`config.mk`:
```
export PLATFORM = sky130hd
export DESIGN_NAME = clock_enable_gen
export DESIGN_NICKNAME = d
export VERILOG_FILES = /design/src/rtl/zx_clk_pkg.sv /design/src/rtl/reset_sync.sv /design/src/rtl/clock_enable_gen.sv
export SDC_FILE = /design/constraint.sdc
export NUM_CORES = 1
export LEC_CHECK = 0
export ABC_AREA = 0
export BUFFER_PORTS_ARGS = -buffer_cell sky130_fd_sc_hd__buf_2
export CAP_MARGIN = 20
export CORE_MARGIN = 2
export CORE_UTILIZATION = 50
export CTS_CLUSTER_SIZE = 12
export DETAILED_ROUTE_END_ITERATION = 6
export GPL_ROUTABILITY_DRIVEN = 0
export PLACE_DENSITY = 0.81
export SLEW_MARGIN = 0
export SYNTH_ARGS = -nofsm -noshare
export SYNTH_HDL_FRONTEND = slang
export SYNTH_SLANG_ARGS = --single-unit
```
`constraint.sdc`:
```
create_clock -name clock56 -period 5.4 [get_ports clock56]
set_input_delay 0.27 -clock clock56 [delete_from_list [all_inputs] [get_ports clock56]]
set_output_delay 0.27 -clock clock56 [all_outputs]
set_load 0.01 [all_outputs]
```
`src/rtl/zx_clk_pkg.sv`:
```
// rtl/zx_clk_pkg.sv - shared encodings and slot constants for the ZX clock-enable generator
package zx_clk_pkg;

    localparam int PHASE_W = 4;

    // CPU rate encodings; the reserved code 3 is folded onto TURBO_3M5 by turbo_norm
    typedef enum logic [1:0] {
        TURBO_3M5 = 2'd0,
        TURBO_7M  = 2'd1,
        TURBO_14M = 2'd2
    } turbo_e;

    typedef enum logic {
        CPU_RUN  = 1'b0,
        CPU_HOLD = 1'b1
    } cpu_state_e;

    localparam logic [PHASE_W-1:0] PHASE_LAST = 4'hF;

    // Pixel enable slots within each 8-phase half period
    localparam logic [PHASE_W-1:0] CE7_MASK   = 4'h7;
    localparam logic [PHASE_W-1:0] CE7_P_SLOT = 4'd0;
    localparam logic [PHASE_W-1:0] CE7_N_SLOT = 4'd4;

    // CPU slots per rate: a phase hits when (phase & mask) == slot
    localparam logic [PHASE_W-1:0] MASK_3M5   = 4'hF;
    localparam logic [PHASE_W-1:0] P_SLOT_3M5 = 4'd0;
    localparam logic [PHASE_W-1:0] N_SLOT_3M5 = 4'd8;
    localparam logic [PHASE_W-1:0] MASK_7M    = 4'h7;
    localparam logic [PHASE_W-1:0] P_SLOT_7M  = 4'd0;
    localparam logic [PHASE_W-1:0] N_SLOT_7M  = 4'd4;
    localparam logic [PHASE_W-1:0] MASK_14M   = 4'h3;
    localparam logic [PHASE_W-1:0] P_SLOT_14M = 4'd0;
    localparam logic [PHASE_W-1:0] N_SLOT_14M = 4'd2;

    function automatic turbo_e turbo_norm(input logic [1:0] t);
        case (t)
            2'd1:    return TURBO_7M;
            2'd2:    return TURBO_14M;
            default: return TURBO_3M5;
        endcase
    endfunction

    function automatic logic slot_hit(input logic [PHASE_W-1:0] ph,
                                      input logic [PHASE_W-1:0] mask,
                                      input logic [PHASE_W-1:0] slot);
        return (ph & mask) == slot;
    endfunction

endpackage

```
`src/rtl/reset_sync.sv`:
```
// rtl/reset_sync.sv - locked synchroniser and lock-hold counter producing the system reset
module reset_sync #(
    parameter int unsigned LOCK_HOLD = 16
) (
    input  logic clock56,
    input  logic reset,
    input  logic locked,
    output logic rst_out,
    output logic rst_next
);

    localparam logic [7:0] HOLD_CNT = 8'(LOCK_HOLD);

    logic       lk_meta_q;
    logic       lk_s_q;
    logic [7:0] lock_cnt_q;
    logic [7:0] lock_cnt_d;

    // Two-flop synchroniser; left unreset so a reset pulse does not add sync latency
    always_ff @(posedge clock56) begin
        lk_meta_q <= locked;
        lk_s_q    <= lk_meta_q;
    end

    // Count up while lock is stable, saturating at the hold threshold
    always_comb begin
        lock_cnt_d = lock_cnt_q;
        if (reset || !lk_s_q) begin
            lock_cnt_d = '0;
        end else if (lock_cnt_q < HOLD_CNT) begin
            lock_cnt_d = lock_cnt_q + 8'd1;
        end
    end

    // Lock counter register
    always_ff @(posedge clock56) begin
        if (reset) begin
            lock_cnt_q <= '0;
        end else begin
            lock_cnt_q <= lock_cnt_d;
        end
    end

    // rst_next lets the strobe logic clear its registers in the same edge rst_out rises
    assign rst_out  = (lock_cnt_q < HOLD_CNT);
    assign rst_next = (lock_cnt_d < HOLD_CNT);

endmodule

```
`src/rtl/clock_enable_gen.sv`:
```
// rtl/clock_enable_gen.sv - phase counter, pixel/CPU clock enables and ULA contention stretch
module clock_enable_gen
    import zx_clk_pkg::*;
#(
    parameter int unsigned LOCK_HOLD = 16
) (
    input  logic               clock56,
    input  logic               reset,
    input  logic               locked,
    input  logic [1:0]         turbo,
    input  logic               contend,
    output logic               rst_out,
    output logic [PHASE_W-1:0] phase,
    output logic               ce7p,
    output logic               ce7n,
    output logic               cpu_p,
    output logic               cpu_n,
    output logic               stretched
);

    logic               rst_next;
    logic [PHASE_W-1:0] phase_q, phase_d;
    turbo_e             turbo_q, turbo_d;
    cpu_state_e         state_q, state_d;
    logic               ce7p_q, ce7p_d;
    logic               ce7n_q, ce7n_d;
    logic               cpu_p_q, cpu_p_d;
    logic               cpu_n_q, cpu_n_d;
    logic               stretched_q, stretched_d;
    logic               p_slot, n_slot;

    reset_sync #(
        .LOCK_HOLD (LOCK_HOLD)
    ) u_reset_sync (
        .clock56  (clock56),
        .reset    (reset),
        .locked   (locked),
        .rst_out  (rst_out),
        .rst_next (rst_next)
    );

    // Next phase, latched rate and contention FSM; strobes decode the next phase so they register aligned
    always_comb begin
        phase_d     = phase_q + 4'd1;
        turbo_d     = turbo_q;
        state_d     = state_q;
        ce7p_d      = 1'b0;
        ce7n_d      = 1'b0;
        cpu_p_d     = 1'b0;
        cpu_n_d     = 1'b0;
        stretched_d = 1'b0;
        p_slot      = 1'b0;
        n_slot      = 1'b0;

        if (rst_out) begin
            phase_d = '0;
        end
        if (phase_q == PHASE_LAST) begin
            turbo_d = turbo_norm(turbo);
        end

        case (turbo_d)
            TURBO_7M: begin
                p_slot = slot_hit(phase_d, MASK_7M, P_SLOT_7M);
                n_slot = slot_hit(phase_d, MASK_7M, N_SLOT_7M);
            end
            TURBO_14M: begin
                p_slot = slot_hit(phase_d, MASK_14M, P_SLOT_14M);
                n_slot = slot_hit(phase_d, MASK_14M, N_SLOT_14M);
            end
            default: begin
                p_slot = slot_hit(phase_d, MASK_3M5, P_SLOT_3M5);
                n_slot = slot_hit(phase_d, MASK_3M5, N_SLOT_3M5);
            end
        endcase

        if (rst_next) begin
            phase_d = '0;
            turbo_d = TURBO_3M5;
            state_d = CPU_RUN;
        end else begin
            ce7p_d      = slot_hit(phase_d, CE7_MASK, CE7_P_SLOT);
            ce7n_d      = slot_hit(phase_d, CE7_MASK, CE7_N_SLOT);
            stretched_d = (state_q == CPU_HOLD);
            if (p_slot) begin
                if (contend) begin
                    state_d = CPU_HOLD;
                end else begin
                    state_d = CPU_RUN;
                    cpu_p_d = 1'b1;
                end
            end
            // An N slot only fires once its P slot went through, keeping P/N paired
            if (n_slot && (state_q == CPU_RUN)) begin
                cpu_n_d = 1'b1;
            end
        end
    end

    // State and strobe registers
    always_ff @(posedge clock56) begin
        if (reset) begin
            phase_q     <= '0;
            turbo_q     <= TURBO_3M5;
            state_q     <= CPU_RUN;
            ce7p_q      <= 1'b0;
            ce7n_q      <= 1'b0;
            cpu_p_q     <= 1'b0;
            cpu_n_q     <= 1'b0;
            stretched_q <= 1'b0;
        end else begin
            phase_q     <= phase_d;
            turbo_q     <= turbo_d;
            state_q     <= state_d;
            ce7p_q      <= ce7p_d;
            ce7n_q      <= ce7n_d;
            cpu_p_q     <= cpu_p_d;
            cpu_n_q     <= cpu_n_d;
            stretched_q <= stretched_d;
        end
    end

    assign phase     = phase_q;
    assign ce7p      = ce7p_q;
    assign ce7n      = ce7n_q;
    assign cpu_p     = cpu_p_q;
    assign cpu_n     = cpu_n_q;
    assign stretched = stretched_q;

endmodule

```
Word level (Yosys, flattened, before mapping). Index checks and enable logic that the tools add are counted.

Register bits: 22. Output and inout bits: 10. Word-level logic and storage cells: 43.

Add/subtract/negate cells: 2. Magnitude comparators: 2. Equality and inequality tests: 8. Mux-type cells: 10. Bitwise logic cells: 2. Reductions and logical operators: 8.

Operators by type and width (number): 8-bit by 5-bit < comparator with 1-bit output, second input constant (2); 8-bit two-way mux (2); 4-bit zero test (3); 8-bit by 1-bit adder with 8-bit output, second input constant (1); 4-bit == test, second input constant (2); 2-bit == test, second input constant (3); 4-bit by 1-bit adder with 4-bit output, second input constant (1); 2-bit by 1-bit == test with 1-bit output, second input constant (2); 4-bit two-way mux (1); 1-bit case mux with 2 select lines (2); 2-bit case mux with 2 select lines (1); 3-bit == test, second input constant (1); 1-bit two-way mux (3); 3-bit OR reduction (1); 2-bit two-way mux (1); 1-bit NOT (2); 2-bit OR reduction (1); 1-bit logical AND (1); 1-bit zero test (1); 1-bit logical OR (1).

Longest topological paths before layout. Gate-level depths: netlist of the first run.

Depth after elaboration: 7. Depth in mapped cells: 12. Depth with buffers taken out: 11.

By module. Synthesis of the first run repeated with hierarchy kept, for this count alone.

Cell total of the unflattened synthesis: 95. Area, all modules: 879.6 µm².

By module, submodules not included: clock_enable_gen (instances 1, cells each 58, area each 526.8 µm²); reset_sync (instances 1, cells each 37, area each 352.8 µm²).

Worst setup path before layout of the first run. Ideal clock, no wire load.

Path kind: reg-to-reg. Start point: register phase_q[1], in the netlist phase[1]. End point: register state_q. Setup time: 0.072 ns. Arrival time: 2.088 ns. Data required time: 5.328 ns. Setup slack: 3.240 ns. Cell stages (with the launch flop): 12. Buffers on the path: 1. Cell sequence: dfxtp_1 > ha_1 > buf_2 > nand3_1 > a21oi_1 > inv_1 > ha_1 > nor2_1 > a21oi_2 > nor2_1 > a311oi_2 > mux2i_1.

Cells in the longest elaborated chain, start to end: 4. Elaborated cells between the ends (all ways): 10.

RTL lines: start: declaration (line clock_enable_gen.sv:22) `logic [PHASE_W-1:0] phase_q, phase_d;`; start signal: assignment (line clock_enable_gen.sv:112) `phase_q <= phase_d;`; 4-bit by 1-bit adder with 4-bit output or 4-bit == test (tied branches) (line clock_enable_gen.sv:44, clock_enable_gen.sv:58); 4-bit two-way mux or 2-bit two-way mux (tied branches) (line clock_enable_gen.sv:55, clock_enable_gen.sv:58); 4-bit zero test, or another cell as far along (line zx_clk_pkg.sv:47) `return (ph & mask) == slot;`; 1-bit case mux with 2 select lines * (line clock_enable_gen.sv:62) `case (turbo_d)`; end signal: assignment (line clock_enable_gen.sv:114) `state_q <= state_d;`; end: declaration (line clock_enable_gen.sv:24) `cpu_state_e state_q, state_d;`.

Every way passes the cells marked *; elsewhere a longest branch is shown, timed or not. A chain may end at the register's enable or synchronous reset.

Worst setup path in the final report of the first run.
Start point: register phase_q[0], in the netlist phase[0]. End point: register state_q.

Same word-level chain as after synthesis.

==> results of run 1 <==
==> placed cells by master, fill, tap and decap left out <==
cell type	n
mux2i_1	1
dfxtp_1	22
a32oi_1	1
a21oi_2	1
ha_1	4
nor3b_2	1
nor3_1	1
nand4_1	2
o21bai_1	1
nor2_2	1
nor3b_1	2
and3b_1	1
a21oi_1	5
nor2_1	15
o21ai_1	1
and2_1	4
and3_1	2
a21bo_2	1
or4_4	1
clkbuf_8	1
nand2_1	8
a311oi_2	1
nor2b_1	2
nand3_1	3
o21ai_0	3
xor2_1	4
clkinv_4	1
and2b_1	1
inv_1	3
xnor2_1	2
clkbuf_4	3
nand2b_1	1
buf_2	15
==> flip-flops by register name (all words and copies together) (netlist names) <==
name / count
u_reset_sync.lk_s_q: 1
u_reset_sync.lk_meta_q: 1
state_q: 1
cpu_p: 1
ce7n: 1
ce7p: 1
stretched: 1
cpu_n: 1
phase: 4
u_reset_sync.lock_cnt_q: 8
turbo_q: 2
==> metrics by stage <==
step / instance area, um2 / power [mW] / util / setup slack [ps] / hold WS, ps
finish: 1050 / 0.257 / 0.607 / 2990 / 64.6
global route: 1050 / 0.269 / 0.607 / 2800 / 35.7
global placement: 1010 / 0.173 / 0.586 / 3160 / 316
detailed placement: 1010 / 0.174 / 0.586 / 2990 / 326
floorplan: 926 / 0.171 / - / 3240 / 298
CTS: 1050 / 0.260 / 0.607 / 2970 / 56.4
==> routing by layer <==
layer / vias up / part of all wire
met2: 13 / 0.49
li1: 365 / -
met4: 0 / 0.034
met1: 315 / 0.43
met3: 4 / 0.043
met5: - / 0
==> worst min path at each step <==
stage | start | endpoint | slack (ps) | depth (start not counted)
2_1_floorplan | locked | u_reset_sync.lk_meta_q | 300 | 0
3_3_place_gp | u_reset_sync.lk_meta_q | u_reset_sync.lk_s_q | 320 | 0
3_5_place_dp | u_reset_sync.lk_meta_q | u_reset_sync.lk_s_q | 330 | 0
4_1_cts | locked | u_reset_sync.lk_meta_q | 60 | 1
5_1_grt | locked | u_reset_sync.lk_meta_q | 40 | 1
6_report | locked | u_reset_sync.lk_meta_q | 60 | 1
==> report_power, final <==
part | internal [mW] | switching [mW] | total [mW]
registers | 0.164 | 0.000891 | 0.165
logic | 0.00266 | 0.00251 | 0.00517
clock network | 0.0412 | 0.0457 | 0.0869
total | 0.208 | 0.0491 | 0.257
==> cell type report <==
| class | count | area, um2 | share of cell area |
|---|---|---|---|
| Timing Repair Buffer | 15 | 75.1 | 0.0717 |
| Tap cell | 25 | 31.3 | 0.0299 |
| Sequential cell | 22 | 440 | 0.421 |
| Inverter | 4 | 20.0 | 0.0191 |
| Clock buffer | 4 | 36.3 | 0.0346 |
| Multi-Input combinational cell | 70 | 444 | 0.424 |
==> cell families after synthesis <==
kind of cell	count (synthesis)
fa+ha+maj	4
mux	1
simple gates	45
flops	22
buf+inv	7
xor+xnor	6
compound gates	14
==> impl_metrics.csv, run 1 <==
group,metric,value,unit
sta,fin_skew,3.10,ps
global_routing,grt_pass1_wl,2540,um
synthesis,netlist_top_cells_count,"dfxtp_1, nor2_1, nand2_1, a21oi_1",
sta,hold_violations,0,
synthesis,avgSynthCellArea,9.35,um2
clock_tree,clk_pin_slew_worst_paths,110,ps
clock_tree,clk_latency,300,ps
clock_tree,cts_tree,"built",
global_routing,antenna_found_initial,0,
placed_design,hpwl,1200,um
sta,fmax,415,MHz
synthesis,synth-warning-count,0,
floorplanning,fp.dieH,47.0,um
worst_setup_path,critPathCapture,"state_q",
worst_setup_path,crit_cells,10,
synthesis,synth_compound_area_frac,0.103,
global_routing,use_met1,0.175,
synthesis,synth_area_leader_cell,"dfxtp_1",
floorplanning,core-area,0.00173,mm2
synthesis,yosys_register_bits,22,
floorplanning,die_w,47.0,um
flow_run,drv_cap,0,
worst_setup_path,r2r_end,"state_q",
synthesis,synth.top_cell.area_share,0.476,
placed_design,dpl.cell_count,136,
synthesis,synth_top_family_by_area,"simple AND/OR/NAND/NOR gates",
drt,ant_nets,0,
synthesis,async_reset_ff_frac,0,
drt,wire_per_inst,11.1,um
synthesis,synthCells,99,
worst_setup_path,crit_chain,"ha_1 > nand3_1 > a21oi_1 > inv_1 > ha_1 > nor2_1 > a21oi_2 > nor2_1 > a311oi_2 > mux2i_1",
synthesis,synth_xor_area_frac,0.0568,
worst_setup_path,crit_family,"adder cells",
worst_setup_path,cp_slowest_stage_delay,450,ps
floorplanning,fp-row-count,15,
synthesis,yosys.area_share.simple,0.255,
worst_setup_path,critPathRequiredTime,5640,ps
hold_path,min_path_type,"in2reg",
drt,vias,697,
run_status,status,"finished clean",
global_routing,grt_pass1_vias,641,
finish,nFillCells,164,
drt,routed_wl,1550,um
finish,finalNonFillerCells,140,
clock_tree,cts.path.max_buffers,2,
drt,viasPerCell,4.98,
global_routing,busiest_layer,"met2",
sta,slew_violations,0,
worst_setup_path,rr_worst_depth,10,
worst_setup_path,critical_path_class,"reg2reg",
placed_design,portBuffers,15,
synthesis,synthTopCellsByArea,"dfxtp_1, nor2_1, ha_1, xor2_1, nand2_1",
worst_setup_path,cp_num_buf_inv,1,
synthesis,synth_cell_types,32,
worst_setup_path,crit_arrival,2650,ps
sta,rsz0062_at_grt,"no",
floorplanning,ioPinCount,16,
synthesis,syn_area,926,um2
drt,dr.pass1.iters,4,
worst_setup_path,cp-end-kind,"flop",
finish,drive_gt1_frac,0.226,
synthesis,synth_mux_area_frac,0.0108,
worst_setup_path,cp_slowest_cell,"dfxtp_1",
synthesis,synth.most_common_cell,"dfxtp_1",
finish,area_growth,13.1,%
synthesis,syn-num-nets,109,
clock_tree,cts_resized,0,
global_routing,met2_usage,0.299,
finish,diodes,0,
synthesis,ys.flop_type,"dfxtp_1",
global_routing,grt_max_degree,13,
worst_setup_path,regToRegStartpoint,"phase[0]",
worst_setup_path,start_kind,"flop",
clock_tree,htreeDepth,1,
worst_setup_path,startpoint,"phase[0]",
clock_tree,cts_setup_buffers,0,
synthesis,synth-adder-area-share,0.0541,
worst_setup_path,r2r_slack,2990,ps
finish,nets,126,
clock_tree,clock_sinks,22,
drt,drcViolationCount,0,
global_routing,grt_usage,0.173,
floorplanning,initial_core_util,0.536,
floorplanning,die_area,0.00221,mm2
clock_tree,cts-buffers-inserted,3,
synthesis,yosysSeqAreaShare,0.476,
clock_tree,postCtsHoldBufs,0,
clock_tree,cts-root-buf,"clkbuf_4",
sta,slew_headroom,0.747,
sta,fin_crit_sh,0.446,
pwr,ir_drop,187,uV
global_routing,met3_usage,0.0462,
global_routing,grt_overflow,0,
worst_setup_path,crit_fanout,7,
sta,tightestPinTransition,377,ps
sta,setup_viol,0,
sta,layout_min_cycle_time,2410,ps
pwr,leakage,0.478,nW
drt,first_iter_violations,5,
sta,setup-tns-final,0,ps
pwr,powerDensity,245,mW/mm2
synthesis,synth_edf_count,0,
(Power assumes the default switching activity.)
==> run 2, diff against run 1 <==
- CORE_UTILIZATION: 50 -> 47
- PLACE_DENSITY: 0.81 -> 0.8
- clock period: 5.4 -> 2 ns (I/O delays scaled with it)
==> run 2 against run 1 <==
Clock skew increased by 1.8 ps. Final cell count up 8.6%. Worst setup slack worse by 2900 ps. Fmax rose by 27%. Routed wire length up 15%. Global-route usage decreased by 0.28 points. Worst hold slack improved by 73 ps. Clock-buffer cell count shrank 1. First-iteration DRC count up 80%. Power rose to 3.1 times the previous value. Critical path type unchanged. Largest power group unchanged.
==> impl_metrics.csv, run 2 (same netlist as run 1, synthesis figures left out) <==
group,metric,value,unit
run_status,status,"finished clean",
clock_tree,htreeDepth,1,
worst_setup_path,crit_fanout,4,
clock_tree,cts.path.max_buffers,2,
clock_tree,clk_pin_slew_worst_paths,120,ps
pwr,power_frac_comb,0.022,
worst_setup_path,cp-end-kind,"flop",
pwr,p_clk_frac,0.422,
clock_tree,cts_tree,"built",
finish,diodes,0,
drt,first_iter_violations,9,
pwr,powerDensity,660,mW/mm2
sta,setup_viol,0,
finish,layout_common_cells,"dfxtp_1, nor2_1, buf_2, nand2_1, buf_4",
sta,layout_min_cycle_time,1890,ps
clock_tree,clock_sinks,22,
flow_run,drv_cap,0,
placed_design,hpwl,1310,um
drt,routed_wl,1780,um
global_routing,antenna_found_initial,0,
worst_setup_path,r2r_end,"state_q",
sta,setup-tns-final,0,ps
floorplanning,initial_core_util,0.487,
worst_setup_path,r2r_slack,110,ps
worst_setup_path,crit_family,"adder cells",
pwr,power.total,0.796,mW
pwr,switching_power,0.143,mW
finish,final_common_cell,"dfxtp_1",
finish,nets,136,
sta,rsz0062_at_grt,"no",
floorplanning,fp-row-count,16,
sta,slew_headroom,0.736,
drt,dr.pass1.iters,4,
worst_setup_path,cp_slowest_stage_delay,390,ps
pwr,internal_power,0.653,mW
hold_path,min_path_type,"in2reg",
worst_setup_path,crit_cells,10,
finish,fin_util,0.635,
global_routing,grt_pass1_vias,735,
floorplanning,die_w,48.4,um
worst_setup_path,start_kind,"flop",
worst_setup_path,rr_worst_depth,10,
drt,vias,747,
clock_tree,cts-root-buf,"clkbuf_4",
finish,finalNonFillerCells,152,
sta,tightestPinTransition,393,ps
drt,ant_nets,0,
sta,fmax,529,MHz
sta,fin_crit_sh,0.945,
drt,drcViolationCount,0,
global_routing,grt_max_degree,14,
floorplanning,die_area,0.00234,mm2
floorplanning,fp.dieH,48.4,um
placed_design,portBuffers,15,
global_routing,grt_usage,0.170,
clock_tree,clk_latency,310,ps
finish,area_growth,30.4,%
floorplanning,core-area,0.00190,mm2
worst_setup_path,cp_slowest_cell,"dfxtp_4",
worst_setup_path,cp_num_buf_inv,0,
sta,hold_violations,0,
worst_setup_path,critPathRequiredTime,2240,ps
finish,drive_gt1_frac,0.352,
pwr,ir_drop,570,uV
finish,largest_reg_flops,8,
worst_setup_path,regToRegStartpoint,"phase[1]",
finish,largest_register,"u_reset_sync.lock_cnt_q",
pwr,swShare,0.180,
global_routing,grt_pass1_wl,3060,um
worst_setup_path,crit_arrival,2130,ps
floorplanning,ioPinCount,16,
sta,fin_skew,4.91,ps
worst_setup_path,startpoint,"phase[1]",
pwr,leakage,0.536,nW
worst_setup_path,crit_chain,"ha_4 > nand3_4 > nor3b_2 > a21oi_2 > ha_4 > nor2_1 > a21oi_2 > nor2_1 > a311oi_2 > mux2i_1",
pwr,pwr-share-seq,0.556,
global_routing,grt_overflow,0,
drt,wire_per_inst,11.7,um
worst_setup_path,critPathCapture,"state_q",
placed_design,pre_cts_slack,18.1,ps
sta,slew_violations,0,
drt,viasPerCell,4.91,
placed_design,dpl.cell_count,142,
hold_path,hold_depth,3,
worst_setup_path,critical_path_class,"reg2reg",
sta,final.setup.worst_slack,109,ps
clock_tree,cts-buffers-inserted,3,
[run 2: layout make-up]
type / instances / area (um2)
fillers: 169 / 694
multi-input cells: 70 / 499
flip-flops and latches: 22 / 447
repair buffers: 25 / 155
well taps: 27 / 33.8
clock inverters: 1 / 30.0
clock buffers: 3 / 22.5
inverters: 4 / 20.0
[run 2: power groups by stage]
stage	sequential (mW)	combinational, mW	clock [mW]
2_1_floorplan	0.454	0.00729	0
3_3_place_gp	0.454	0.0140	0
4_1_cts	0.443	0.0177	0.343
6_report	0.443	0.0175	0.336
3_5_place_dp	0.455	0.0144	0
5_1_grt	0.444	0.0200	0.362
[run 2: worst reg2reg max path: cells and delay by family, from the launching register on]
kind / cells / cell delay, ps
adders and majority gates: 2 / 420
DFF: 1 / 390
and+or+nand+nor: 4 / 400
muxes: 1 / 220
AOI/OAI and AO/OA: 3 / 410
[run 2: timing repair]
| item | in CTS | in global routing |
|---|---|---|
| endpoints found under the hold margin | 2 | 0 |
| gates resized for setup | 7 | 0 |
| pin swaps | 5 | 2 |
| hold buffers | 2 | 0 |
| endpoints found under the setup margin | 1 | 2 |
| buffers inserted | 3 | 1 |
[run 2: how the worst min path moves through the flow]
stage / start / endpoint / slack, ps
floorplan: locked / u_reset_sync.lk_meta_q / 130
global placement: locked / u_reset_sync.lk_meta_q / 200
detailed placement: locked / u_reset_sync.lk_meta_q / 200
CTS: reset / u_reset_sync.lock_cnt_q[6] / 130
global route: reset / u_reset_sync.lock_cnt_q[7] / 140
finish: reset / u_reset_sync.lock_cnt_q[6] / 140
[run 2: routing by layer]
metal  global-route usage  wire [um]
met2                0.319        903
met5                    0          0
met4               0.0714         31
met1                0.183        765
met3               0.0370         81
[run 2: metrics by stage]
step / hold slack [ps] / instance area [um2]
6_report: 137 / 1210
5_1_grt: 144 / 1210
4_1_cts: 127 / 1200
3_5_place_dp: 205 / 1070
3_3_place_gp: 204 / 1070
2_1_floorplan: 128 / 957
==> run 3, diff against run 2 <==
- PLACE_DENSITY: 0.8 -> 0.72
- SYNTH_HIERARCHICAL: not set -> 1
==> run 3 against run 2 <==
Via count increased by 2.1%. Combinational power increased by 5%. Global-route usage increased by 0.92 points. Synthesized cell count decreased by 4.0%. Power decreased by 18%. Non-clock buffer count increased by 2. Critical endpoint is now cpu_n. Highest routed layer unchanged.
==> impl_metrics.csv, run 3 <==
group,metric,value,unit
clock_tree,cts.path.max_buffers,2,
synthesis,syn_area,880,um2
floorplanning,fp-row-count,15,
clock_tree,clock_sinks,22,
floorplanning,core-area,0.00175,mm2
sta,setup-tns-final,0,ps
finish,nFillCells,143,
synthesis,synth_area_leader_cell,"dfxtp_1",
worst_setup_path,crit_chain,"ha_4 > nand3_4 > nor3b_2 > a21oi_2 > inv_1 > ha_2 > or2b_4 > o21ai_2 > nand2_1 > o22a_1 > nor3_2",
drt,drcViolationCount,0,
worst_setup_path,crit_arrival,2150,ps
global_routing,grt_pass1_wl,2760,um
worst_setup_path,cp_slowest_stage_delay,370,ps
clock_tree,htreeDepth,1,
worst_setup_path,critPathRequiredTime,2230,ps
finish,layout_common_cells,"dfxtp_1, buf_2, buf_4, nor2_1",
worst_setup_path,crit_family,"simple AND/OR/NAND/NOR gates",
pwr,leakage,0.499,nW
drt,viasPerCell,5.12,
worst_setup_path,critical_path_class,"reg2reg",
sta,rsz0062_at_grt,"yes",
synthesis,ys.flop_type,"dfxtp_1",
finish,final_common_cell,"dfxtp_1",
placed_design,portBuffers,15,
sta,fin_crit_sh,0.961,
clock_tree,clk_pin_slew_worst_paths,110,ps
clock_tree,cts_tree,"built",
worst_setup_path,start_kind,"flop",
sta,slew_violations,0,
finish,nets,136,
global_routing,grt_usage,0.179,
finish,postLayoutCellArea,0.00115,mm2
synthesis,avgSynthCellArea,9.26,um2
synthesis,synthTopCellsByArea,"dfxtp_1, ha_1, a21oi_1, nor2_1, nand2_1",
sta,hold_ws,43.9,ps
worst_setup_path,cp_num_buf_inv,1,
finish,drive_gt1_frac,0.347,
sta,setup_viol,0,
synthesis,syn-num-nets,105,
hold_path,min_path_type,"in2reg",
drt,ant_nets,0,
placed_design,hpwl,1280,um
finish,diodes,0,
floorplanning,die_w,47.3,um
global_routing,antenna_found_initial,0,
floorplanning,fp.dieH,47.3,um
drt,routed_wl,1720,um
worst_setup_path,rr_worst_depth,11,
worst_setup_path,r2r_end,"cpu_n",
synthesis,async_reset_ff_frac,0,
sta,slew_headroom,0.733,
sta,layout_min_cycle_time,1920,ps
sta,fin_skew,5.53,ps
finish,largest_reg_flops,8,
clock_tree,clk_latency,290,ps
floorplanning,die_area,0.00223,mm2
hold_path,hold_start,"reset",
finish,fin_util,0.658,
pwr,powerDensity,565,mW/mm2
synthesis,synth-warning-count,6,
drt,first_iter_violations,15,
sta,hold_violations,0,
drt,vias,763,
global_routing,grt_pass1_vias,687,
synthesis,synth_cell_types,32,
synthesis,synth.most_common_cell,"dfxtp_1",
worst_setup_path,r2r_slack,80,ps
pwr,ir_drop,376,uV
synthesis,synth.top_cell.area_share,0.501,
global_routing,grt_overflow,0,
drt,wire_per_inst,11.5,um
hold_path,hold_depth,2,
placed_design,place_area,0.00105,mm2
clock_tree,cts-root-buf,"clkbuf_4",
hold_path,whs_endpoint,"turbo_q[0]",
floorplanning,initial_core_util,0.504,
flow_run,drv_cap,0,
floorplanning,ioPinCount,16,
run_status,status,"finished clean",
worst_setup_path,cp_slowest_cell,"dfxtp_2",
sta,tightestPinTransition,398,ps
drt,dr.pass1.iters,4,
worst_setup_path,regToRegStartpoint,"phase[0]",
synthesis,synth_edf_count,0,
synthesis,netlist_top_cells_count,"dfxtp_1, nor2_1, a21oi_1, nand2_1, inv_1",
global_routing,grt_max_degree,12,
synthesis,yosysSeqAreaShare,0.501,
worst_setup_path,crit_fanout,4,
synthesis,synthCells,95,
worst_setup_path,cp-end-kind,"flop",
clock_tree,cts-buffers-inserted,3,
finish,largest_register,"u_reset_sync/lock_cnt_q",
synthesis,yosys_register_bits,22,
finish,area_growth,30.6,%
sta,fmax,520,MHz
run 3: through the flow:
| stage | setup WS (ps) | power, mW | instances |
|---|---|---|---|
| 2_1_floorplan | 18.1 | 0.460 | 95 |
| 3_3_place_gp | 55.1 | 0.469 | 141 |
| 3_5_place_dp | 11.0 | 0.469 | 141 |
| 4_1_cts | 49.0 | 0.661 | 146 |
| 5_1_grt | -76.3 | 0.684 | 149 |
| 6_report | 78.5 | 0.649 | 149 |
run 3: worst max path at each step:
stage	depth (start not counted)	end	slack [ps]	start
after floorplan	11	cpu_n	20	phase[0]
after global placement	11	cpu_n	60	phase[1]
after detailed placement	11	cpu_n	10	phase[1]
after CTS	9	state_q	50	phase[1]
after global routing	11	cpu_n	-80	phase[0]
final	11	cpu_n	80	phase[0]
run 3: layout make-up:
class                   count  area [um2]  share of cell area
well taps                  25        31.3              0.0272
repair buffers             27         170               0.148
inverters                   5        18.8              0.0163
multi-input cells          67         462               0.402
flip-flops and latches     22         444               0.387
clock buffers               3        22.5              0.0196
run 3: kinds of logic after synthesis:
logic type,share of synthesized area
compound gates,0.101
flops,0.501
fa+ha+maj,0.0569
simple gates,0.285
buf+inv,0.0270
xor+xnor,0.0299
run 3: layer usage:
layer,GRT usage,vias up,wire length [um]
met3,0.0346,4,57
met5,0,-,0
met2,0.286,15,790
li1,-,391,-
met1,0.232,353,846
met4,0.0833,0,21
run 3: repair_timing:
item | in CTS | in global routing
endpoints found under the hold margin | 2 | 0
hold buffers | 2 | 0
setup endpoints to repair | 1 | 3
pin swaps | 0 | 5
buffers inserted | 0 | 3
gates resized for setup | 2 | 9
run 3: power by group:
part           internal, mW  switching (mW)  total [mW]
Clock                0.0701           0.117       0.187
Sequential            0.442         0.00241       0.444
Combinational       0.00996         0.00843      0.0184
